<file path="src/rtl/nes_pkg.sv">
// Shared NES definitions: register addresses and the OAM DMA state type.
// The ALIGN state only exists when OAM_DMA_ODD_ALIGN_EN is defined.
package nes_pkg;

  localparam logic [15:0] OAM_DMA_ADDR = 16'h4014;
  localparam logic [15:0] OAMDATA_ADDR = 16'h2004;
  localparam logic [7:0]  LAST_IDX     = 8'hFF;

  typedef enum logic [2:0] {
    ST_IDLE  = 3'd0,
    ST_HALT  = 3'd1,
`ifdef OAM_DMA_ODD_ALIGN_EN
    ST_ALIGN = 3'd2,
`endif
    ST_READ  = 3'd3,
    ST_WRITE = 3'd4
  } oam_dma_state_t;

endpackage

</file>
<file path="src/rtl/oam_dma_trigger.sv">
// Decodes a CPU write to the OAM DMA register while idle and latches the
// source page; writes seen while a transfer is running are dropped.
module oam_dma_trigger
  import nes_pkg::*;
(
  input  logic        clk,
  input  logic        rst,
  input  logic [15:0] i_cpu_ab,
  input  logic [7:0]  i_cpu_dout,
  input  logic        i_cpu_we,
  input  logic        i_idle,
  output logic        o_trig,
  output logic [7:0]  o_page
);

  logic [7:0] r_page;
  logic       w_trig;

  assign w_trig = i_idle & i_cpu_we & (i_cpu_ab == OAM_DMA_ADDR);

  always_ff @(posedge clk) begin
    if (rst)
      r_page <= 8'h00;
    else if (w_trig)
      r_page <= i_cpu_dout;
  end

  assign o_trig = w_trig;
  assign o_page = r_page;

endmodule

</file>
<file path="src/rtl/oam_dma_ctrl.sv">
// OAM DMA controller: halts the CPU and copies page P (256 bytes) to OAMDATA.
// Define OAM_DMA_ODD_ALIGN_EN to add the one-cycle ALIGN on odd-parity halts.
module oam_dma_ctrl
  import nes_pkg::*;
(
  input  logic        clk,
  input  logic        rst,
  input  logic [15:0] cpu_ab,
  input  logic [7:0]  cpu_dout,
  input  logic        cpu_we,
  output logic        cpu_rdy,
  output logic        dma_active,
  output logic [15:0] dma_ab,
  input  logic [7:0]  dma_din,
  output logic [7:0]  dma_dout,
  output logic        dma_rd,
  output logic        dma_we
);

  oam_dma_state_t r_state, w_state_next;
  logic [7:0]     r_idx, r_byte, w_page;
  logic           w_trig, w_idle;

  assign w_idle = (r_state == ST_IDLE);

  oam_dma_trigger u_trigger (
    .clk        (clk),
    .rst        (rst),
    .i_cpu_ab   (cpu_ab),
    .i_cpu_dout (cpu_dout),
    .i_cpu_we   (cpu_we),
    .i_idle     (w_idle),
    .o_trig     (w_trig),
    .o_page     (w_page)
  );

`ifdef OAM_DMA_ODD_ALIGN_EN
  // Free-running cycle parity, independent of the transfer state.
  logic r_parity;
  always_ff @(posedge clk) begin
    if (rst)
      r_parity <= 1'b0;
    else
      r_parity <= ~r_parity;
  end
`endif

  always_ff @(posedge clk) begin
    if (rst)
      r_state <= ST_IDLE;
    else
      r_state <= w_state_next;
  end

  always_comb begin
    w_state_next = r_state;
    case (r_state)
      ST_IDLE:  if (w_trig) w_state_next = ST_HALT;
`ifdef OAM_DMA_ODD_ALIGN_EN
      ST_HALT:  w_state_next = r_parity ? ST_ALIGN : ST_READ;
      ST_ALIGN: w_state_next = ST_READ;
`else
      ST_HALT:  w_state_next = ST_READ;
`endif
      ST_READ:  w_state_next = ST_WRITE;
      ST_WRITE: w_state_next = (r_idx == LAST_IDX) ? ST_IDLE : ST_READ;
      default:  w_state_next = ST_IDLE;
    endcase
  end

  // idx wraps FF->00 only on the final WRITE, leaving it ready for the next run.
  always_ff @(posedge clk) begin
    if (rst) begin
      r_idx  <= 8'h00;
      r_byte <= 8'h00;
    end else begin
      if (w_trig)
        r_idx <= 8'h00;
      else if (r_state == ST_WRITE)
        r_idx <= r_idx + 8'd1;
      if (r_state == ST_READ)
        r_byte <= dma_din;
    end
  end

  always_comb begin
    cpu_rdy    = w_idle;
    dma_active = ~w_idle;
    dma_ab     = 16'h0000;
    dma_dout   = 8'h00;
    dma_rd     = 1'b0;
    dma_we     = 1'b0;
    case (r_state)
      ST_READ: begin
        dma_ab = {w_page, r_idx};
        dma_rd = 1'b1;
      end
      ST_WRITE: begin
        dma_ab   = OAMDATA_ADDR;
        dma_dout = r_byte;
        dma_we   = 1'b1;
      end
      default: ;
    endcase
  end

endmodule

</file>
<file path="config.mk">
export PLATFORM = sky130hd
export DESIGN_NAME = oam_dma_ctrl
export DESIGN_NICKNAME = d
export VERILOG_FILES = /design/src/rtl/nes_pkg.sv /design/src/rtl/oam_dma_trigger.sv /design/src/rtl/oam_dma_ctrl.sv
export SDC_FILE = /design/constraint.sdc
export NUM_CORES = 1
export LEC_CHECK = 0
export CAP_MARGIN = 20
export CORE_MARGIN = 10
export CORE_UTILIZATION = 40
export CTS_CLUSTER_SIZE = 16
export DETAILED_ROUTE_END_ITERATION = 8
export GPL_ROUTABILITY_DRIVEN = 0
export PLACE_DENSITY_LB_ADDON = 0.05
export SYNTH_ARGS = -nofsm -noshare
export SYNTH_HDL_FRONTEND = slang
export SYNTH_SLANG_ARGS = --single-unit
</file>
<file path="constraint.sdc">
create_clock -name clk -period 1.85 [get_ports clk]
set_input_delay 0.37 -clock clk [delete_from_list [all_inputs] [get_ports clk]]
set_output_delay 0.37 -clock clk [all_outputs]
set_load 0.05 [all_outputs]
</file>
==> qor.yml, run 1 <==
status: "complete, but fails checks"
violations: "setup timing"
critPathTopFamily: "buffers and inverters"
start_util_pct: 42.7
p_clk_share_pct: 29.2
max_clock_freq_mhz: 510
hold_viol: 0
num_vias: 1430
path_cells: "nand3b_1, buf_6, clkinvlp_4, a21o_1, buf_12"
cts_made_buffers: 3
hp-class: "reg -> reg"
hpwl_um: 3080
cp_data_required_time_ns: 1.48
syn_to_final_growth_pct: 87.6
cts_tree: "yes"
min_period_ns: 1.96
grt-busiest-layer: "met2"
pwr-share-seq_pct: 60.9
drt-total-wl_um: 4560
final_common_cell: "clkdlybuf4s50_1"
min_from: "r_byte[6]$_SDFFE_PP0N_"
grt_pass1_vias: 1528
grt_use_met3_pct: 5.41
ir_drop_uv: 261
ys.flop_type: "dfxtp_1"
grt_pass1_wl_um: 7480
die_x_um: 77.8
overflow: 0
final_cell_mix: "clkdlybuf4s50_1, buf_12, dfxtp_1"
power_frac_comb_pct: 9.9
timing.final.ws_setup_ns: -0.112
wire_per_inst_um: 16.3
cts_root_buf: "clkbuf_4"
clock_path_buffers: 2
rows: 20
gr-usage-all-layers_pct: 14.7
clock_latency_ns: 0.34
clkSlewWorstSetupHoldPaths_ns: 0.16
p_switching_uw: 220
async_flop_share_pct: 0
nets: 273
core_area_um2: 3130
worstReg2RegStart: "r_state[1]$_SDFFE_PP0P_"
cp-end-kind: "output port"
worst_ep_arrival_time_ns: 1.59
drc_errors: 0
firstDrtPassIters: 5
yosysSeqAreaShare_pct: 40.5
path_class: "reg -> out"
cpPeakStageDelay_ns: 0.39
via_per_inst: 5.11
drive_above_1_share_pct: 37.3
finalPower_uw: 953
die_h_um: 77.8
max_cap_violations: 0
synth_area_um2: 1340
power.internal_uw: 732
gr-usage-met2_pct: 25.3
cp_max_fo: 5
synth_edf_count: 0
leakage_uw: 0.000988
ys_seq_elements: 27
setup_tns_ns: -1.66
final_cell_area_um2: 2500
hold-worst-slack_ns: 0.473
io_pins: 63
startpoint: "r_state[1]$_SDFFE_PP0P_"
syn_inst: 155
avgSynthCellArea_um2: 8.61
ant_nets: 0
rsz0062_at_grt: "yes"
slew_headroom_pct: 68.8
slowest_stage: "dfxtp_4"
grt_use_met1_pct: 15.9
finClkSkew_ns: 0.0111
cp_num_buf_inv: 3
setup_viol: 24
finalNonFillerCells: 280
yosys_warnings: 0
worstSetupStartpointType: "flop"
initialDrtViolationCount: 124
dpl-instance-area_um2: 2300
antenna_found_initial: 0
htree_levels: 1
slew_violations: 0
tightest_slew_ns: 0.464
ys_types: 33
die_area_um2: 6050
cts.sinks: 27
power.density_nw_per_um2: 380
period_share_pct: 106
port_buffers: 62
antenna_cells: 0
dp.cells: 262
swShare_pct: 23.1
syn_nets: 191
grt_max_degree: 28
[worst paths after layout]
| check | endpoint | slack (ns) | cells past startpoint |
|---|---|---|---|
| max | dma_ab[13] | -0.11 | 5 |
| min | r_byte[6]$_SDFFE_PP0N_ | 0.47 | 2 |
| max reg2reg | u_trigger.o_page[2]$_SDFFE_PP0P_ | 0.17 | 6 |
| min reg2reg | r_byte[6]$_SDFFE_PP0N_ | 0.47 | 2 |
[worst min-delay path, cell delays in order (launching register included)]
cell and delay (ns):
dfxtp_1 0.34, nand2_1 0.05, a21oi_1 0.06
[through the flow]
step / setup WS (ns) / util, %
after floorplan: -0.0910 / -
after global placement: -0.202 / 73.4
after detailed placement: -0.256 / 73.4
after CTS: -0.0271 / 78.9
after global routing: -0.156 / 80.1
final: -0.112 / 80.1
[routing by layer]
layer	wire length (µm)	vias to the layer above
li1	-	694
met1	1750	669
met2	2370	63
met3	382	4
met4	60	0
met5	0	-
[area by class of cell]
| type | count | area, µm² |
|---|---|---|
| Fill cell | 206 | 623 |
| Timing Repair inverter | 2 | 15.0 |
| Clock buffer | 3 | 22.5 |
| Inverter | 2 | 11.3 |
| Sequential cell | 27 | 547 |
| Timing Repair Buffer | 83 | 1060 |
| Clock inverter | 1 | 7.51 |
| Tap cell | 44 | 55.1 |
| Multi-Input combinational cell | 118 | 782 |
[registers in the layout (all words and copies together), names as in the netlist]
signal,flops
r_byte,8
r_state,3
u_trigger.o_page,8
r_idx,8
[power groups by stage]
stage / logic [µW] / registers [µW] / clock network (µW)
finish: 94.3 / 580 / 278
global route: 100 / 581 / 307
CTS: 93.8 / 580 / 282
detailed placement: 93.3 / 594 / 0
global placement: 91.1 / 594 / 0
floorplan: 22.0 / 594 / 0
[cells by family after synthesis]
family	share of synthesized area (%)
XOR/XNOR	5.25
AO/OA/AOI/OAI	11.2
AND/OR/NAND/NOR	35.1
adder cells (fa/ha/maj)	0.937
flip-flops	40.5
multiplexers	0.750
buffers and inverters	6.19
[what timing repair did]
item                       in CTS  in global routing
buffers inserted                9                  4
gates resized for setup        30                  4
setup endpoints to repair      26                 29
hold buffers                    0                  0
cloned                          2                  0
pin swaps                      12                 10
[cells in the mapped netlist, types with 2 or more instances]
cell type | n | share of area, %
dfxtp_1 | 27 | 40
and2_1 | 23 | 11
nand2_1 | 19 | 5.3
a21oi_1 | 17 | 6.4
nand3_1 | 11 | 4.1
nor3_1 | 9 | 3.4
o21ai_0 | 8 | 3.0
xor2_1 | 6 | 3.9
a21o_1 | 2 | 1.1
and3_1 | 2 | 0.94
and4_1 | 2 | 1.3
buf_6 | 2 | 1.7
clkbuf_1 | 2 | 0.56
clkbuf_8 | 2 | 2.1
inv_1 | 2 | 0.56
nand4_1 | 2 | 0.94
nor2_1 | 2 | 0.56
xnor2_1 | 2 | 1.3
Power figures use the tool's default switching activity.
==> inputs of run 2 (changes only) <==
--- a/config.mk
+++ b/config.mk
@@ -12,6 +12,7 @@
 export DETAILED_ROUTE_END_ITERATION = 8
 export GPL_ROUTABILITY_DRIVEN = 0
 export PLACE_DENSITY_LB_ADDON = 0.05
+export SLEW_MARGIN = 25
 export SYNTH_ARGS = -nofsm -noshare
 export SYNTH_HDL_FRONTEND = slang
 export SYNTH_SLANG_ARGS = --single-unit
==> results of run 2 <==
The final DEF is identical to that of run 1; final timing and power are the same.
==> inputs of run 3 (changes only) <==
--- a/config.mk
+++ b/config.mk
@@ -5,6 +5,7 @@
 export SDC_FILE = /design/constraint.sdc
 export NUM_CORES = 1
 export LEC_CHECK = 0
+export ABC_AREA = 1
 export CAP_MARGIN = 20
 export CORE_MARGIN = 10
 export CORE_UTILIZATION = 40
@@ -12,6 +13,7 @@
 export DETAILED_ROUTE_END_ITERATION = 8
 export GPL_ROUTABILITY_DRIVEN = 0
 export PLACE_DENSITY_LB_ADDON = 0.05
+export SKIP_CTS_REPAIR_TIMING = 1
 export SLEW_MARGIN = 25
 export SYNTH_ARGS = -nofsm -noshare
 export SYNTH_HDL_FRONTEND = slang
==> constraint.sdc (replaced) <==
create_clock -name clk -period 2 [get_ports clk]
set_input_delay 0.4 -clock clk [delete_from_list [all_inputs] [get_ports clk]]
set_output_delay 0.4 -clock clk [all_outputs]
set_load 0.05 [all_outputs]
==> run 3 against run 2 <==
Effect of this change:
- the flow now finishes without violations
- power shrank 8.5%
- clock-buffer cell count increased by 1
- sequential power decreased by 7.2%
- combinational power increased by 2%
- first-iteration DRC count shrank 56%
- synthesized cell count grew 41%
- largest power group unchanged
- critical endpoint is now dma_dout[2]
==> qor.yml, run 3 <==
yosysMostFrequentCell: "inv_1"
finClkSkew_ns: 0.00107
io_pins: 63
final_cell_area_um2: 2390
synth_common_cells: "inv_1, nor2_1, nand2_1, dfxtp_1, a21oi_1"
overflow: 0
worstReg2RegStart: "r_state[0]$_SDFFE_PP0P_"
worstSetupStartpointType: "flop"
wire_per_inst_um: 11.3
ff2ff_path_depth: 6
die_x_um: 79.6
nets: 320
cp-end-kind: "output port"
leakage_uw: 0.000952
synth_edf_count: 0
max_clock_freq_mhz: 525
drc_errors: 0
avgSynthCellArea_um2: 6.49
multiInputGateArea_um2: 676
slew_headroom_pct: 65.2
cp_data_required_time_ns: 1.60
ys_types: 21
start_util_pct: 41.9
initialDrtViolationCount: 55
rows: 21
min_from: "r_byte[4]$_SDFFE_PP0N_"
ant_nets: 0
synth_compound_area_share_pct: 8.10
cpPeakStageDelay_ns: 0.37
min_period_ns: 1.90
cp_max_fo: 16
cts.sinks: 27
final_common_cell: "inv_1"
synth_area_um2: 1420
ir_drop_uv: 173
worst_ep_arrival_time_ns: 1.50
grt_pass1_wl_um: 6200
clkSlewWorstSetupHoldPaths_ns: 0.14
grt_max_degree: 19
final_cell_mix: "inv_1, nor2_1, nand2_1"
hp-class: "reg -> reg"
period_share_pct: 95.2
htree_levels: 1
setup_viol: 0
path_class: "reg -> out"
drt-total-wl_um: 3710
finalPower_uw: 871
drive_above_1_share_pct: 16.3
clock_latency_ns: 0.32
antenna_cells: 0
dpl-instance-area_um2: 2350
holdPathStages: 2
cts_tree: "yes"
die_area_um2: 6340
clock_path_buffers: 2
cts_root_buf: "clkbuf_4"
firstDrtPassIters: 4
num_vias: 1459
hpwl_um: 3030
ys_seq_elements: 27
syn_nets: 255
async_flop_share_pct: 0
ys.flop_type: "dfxtp_1"
hold-worst-slack_ns: 0.461
synth_top_area_share_pct: 38.0
antenna_found_initial: 0
synthSimpleGateAreaFrac_pct: 36.7
syn_to_final_growth_pct: 68.0
synth_top_area_cell: "dfxtp_1"
synthMuxAreaShare_pct: 0
status: "finished, final reports clean"
hold_viol: 0
max_cap_violations: 0
synthAdderAreaFrac_pct: 0.880
gr-usage-all-layers_pct: 11.8
ys_top_cells_by_area: "dfxtp_1, inv_1, nor2_1"
nFillCells: 269
tightest_slew_ns: 0.521
slew_violations: 0
core_area_um2: 3390
grt_pass1_vias: 1367
power.density_nw_per_um2: 365
yosys_warnings: 0
cts_made_buffers: 3
slowest_stage: "dfxtp_1"
rsz0062_at_grt: "yes"
seqCellArea_um2: 542
startpoint: "r_state[0]$_SDFFE_PP0P_"
die_h_um: 79.6
via_per_inst: 4.43
synth_top_family_by_area: "simple AND/OR/NAND/NOR gates"
path_cells: "nor2_4, nand2_2, nor2_1, buf_12"
syn_inst: 219
yosysSeqAreaShare_pct: 38.0
port_buffers: 62
synth_xor_area_share_pct: 1.85
## run 3: cell count changes after synthesis, moves of 3 or more
| cell | before | now |
|---|---|---|
| nor2_1 | 2 | 45 |
| nor3_1 | 9 | 0 |
| nand2_1 | 19 | 41 |
| xor2_1 | 6 | 3 |
| and2_1 | 23 | 0 |
| a21oi_1 | 17 | 14 |
| nor2_4 | 0 | 3 |
| nand4_1 | 2 | 8 |
| nand3_1 | 11 | 6 |
| inv_1 | 2 | 48 |
## run 3: logic make-up (layout without fill, tap and decap cells)
| logic type | after synthesis | after routing |
|---|---|---|
| adder cells (fa/ha/maj) | 1 | 1 |
| AO/OA/AOI/OAI | 23 | 23 |
| buffers and inverters | 54 | 118 |
| AND/OR/NAND/NOR | 111 | 111 |
| flip-flops | 27 | 27 |
| XOR/XNOR | 3 | 3 |
## run 3: per-stage QoR
stage | utilization [%] | worst slack, ns | setup TNS [ns] | std cells
2_1_floorplan | - | 0.0884 | 0 | 219
3_3_place_gp | 69.3 | 0.230 | 0 | 324
3_5_place_dp | 69.3 | 0.206 | 0 | 324
4_1_cts | 70.1 | 0.0218 | 0 | 328
5_1_grt | 70.4 | -0.0164 | -0.0325 | 329
6_report | 70.4 | 0.0951 | 0 | 329
## run 3: where the power goes
group          internal, µW  total [µW]  leakage [µW]  switching, µW
Combinational          65.8        96.0      0.000719           30.2
Sequential              538         538      0.000218        0.00262
Clock                  78.3         237     0.0000150            159
Total                   682         871      0.000952            189
## run 3: worst paths after layout
kind / end / slack, ns
max: dma_dout[2] / 0.1
min: r_byte[4]$_SDFFE_PP0N_ / 0.46
max reg2reg: r_idx[2]$_SDFFE_PP0P_ / 0.56
min reg2reg: r_byte[4]$_SDFFE_PP0N_ / 0.46
## run 3: area by class of cell
| class | count | share of cell area [%] |
|---|---|---|
| timing repair buffer | 65 | 37.8 |
| multi-input combinational | 138 | 28.3 |
| sequential | 27 | 22.7 |
| inverter | 49 | 7.70 |
| tap | 46 | 2.41 |
| clock buffer | 4 | 1.10 |
## run 3: per-layer routing
| metal | up-vias | wire length (µm) | global-route usage, % |
|---|---|---|---|
| met5 | - | 0 | 0 |
| met4 | 0 | 46 | 4.48 |
| met3 | 4 | 413 | 5.63 |
| met2 | 53 | 1710 | 19.8 |
| met1 | 620 | 1540 | 12.6 |
| li1 | 782 | - | - |
## run 3: critical path: cells and delay by family (launching register included)
family                 cells  cell delay, ns
AND/OR/NAND/NOR            3            0.63
buffers and inverters      1            0.17
flip-flops                 1            0.37
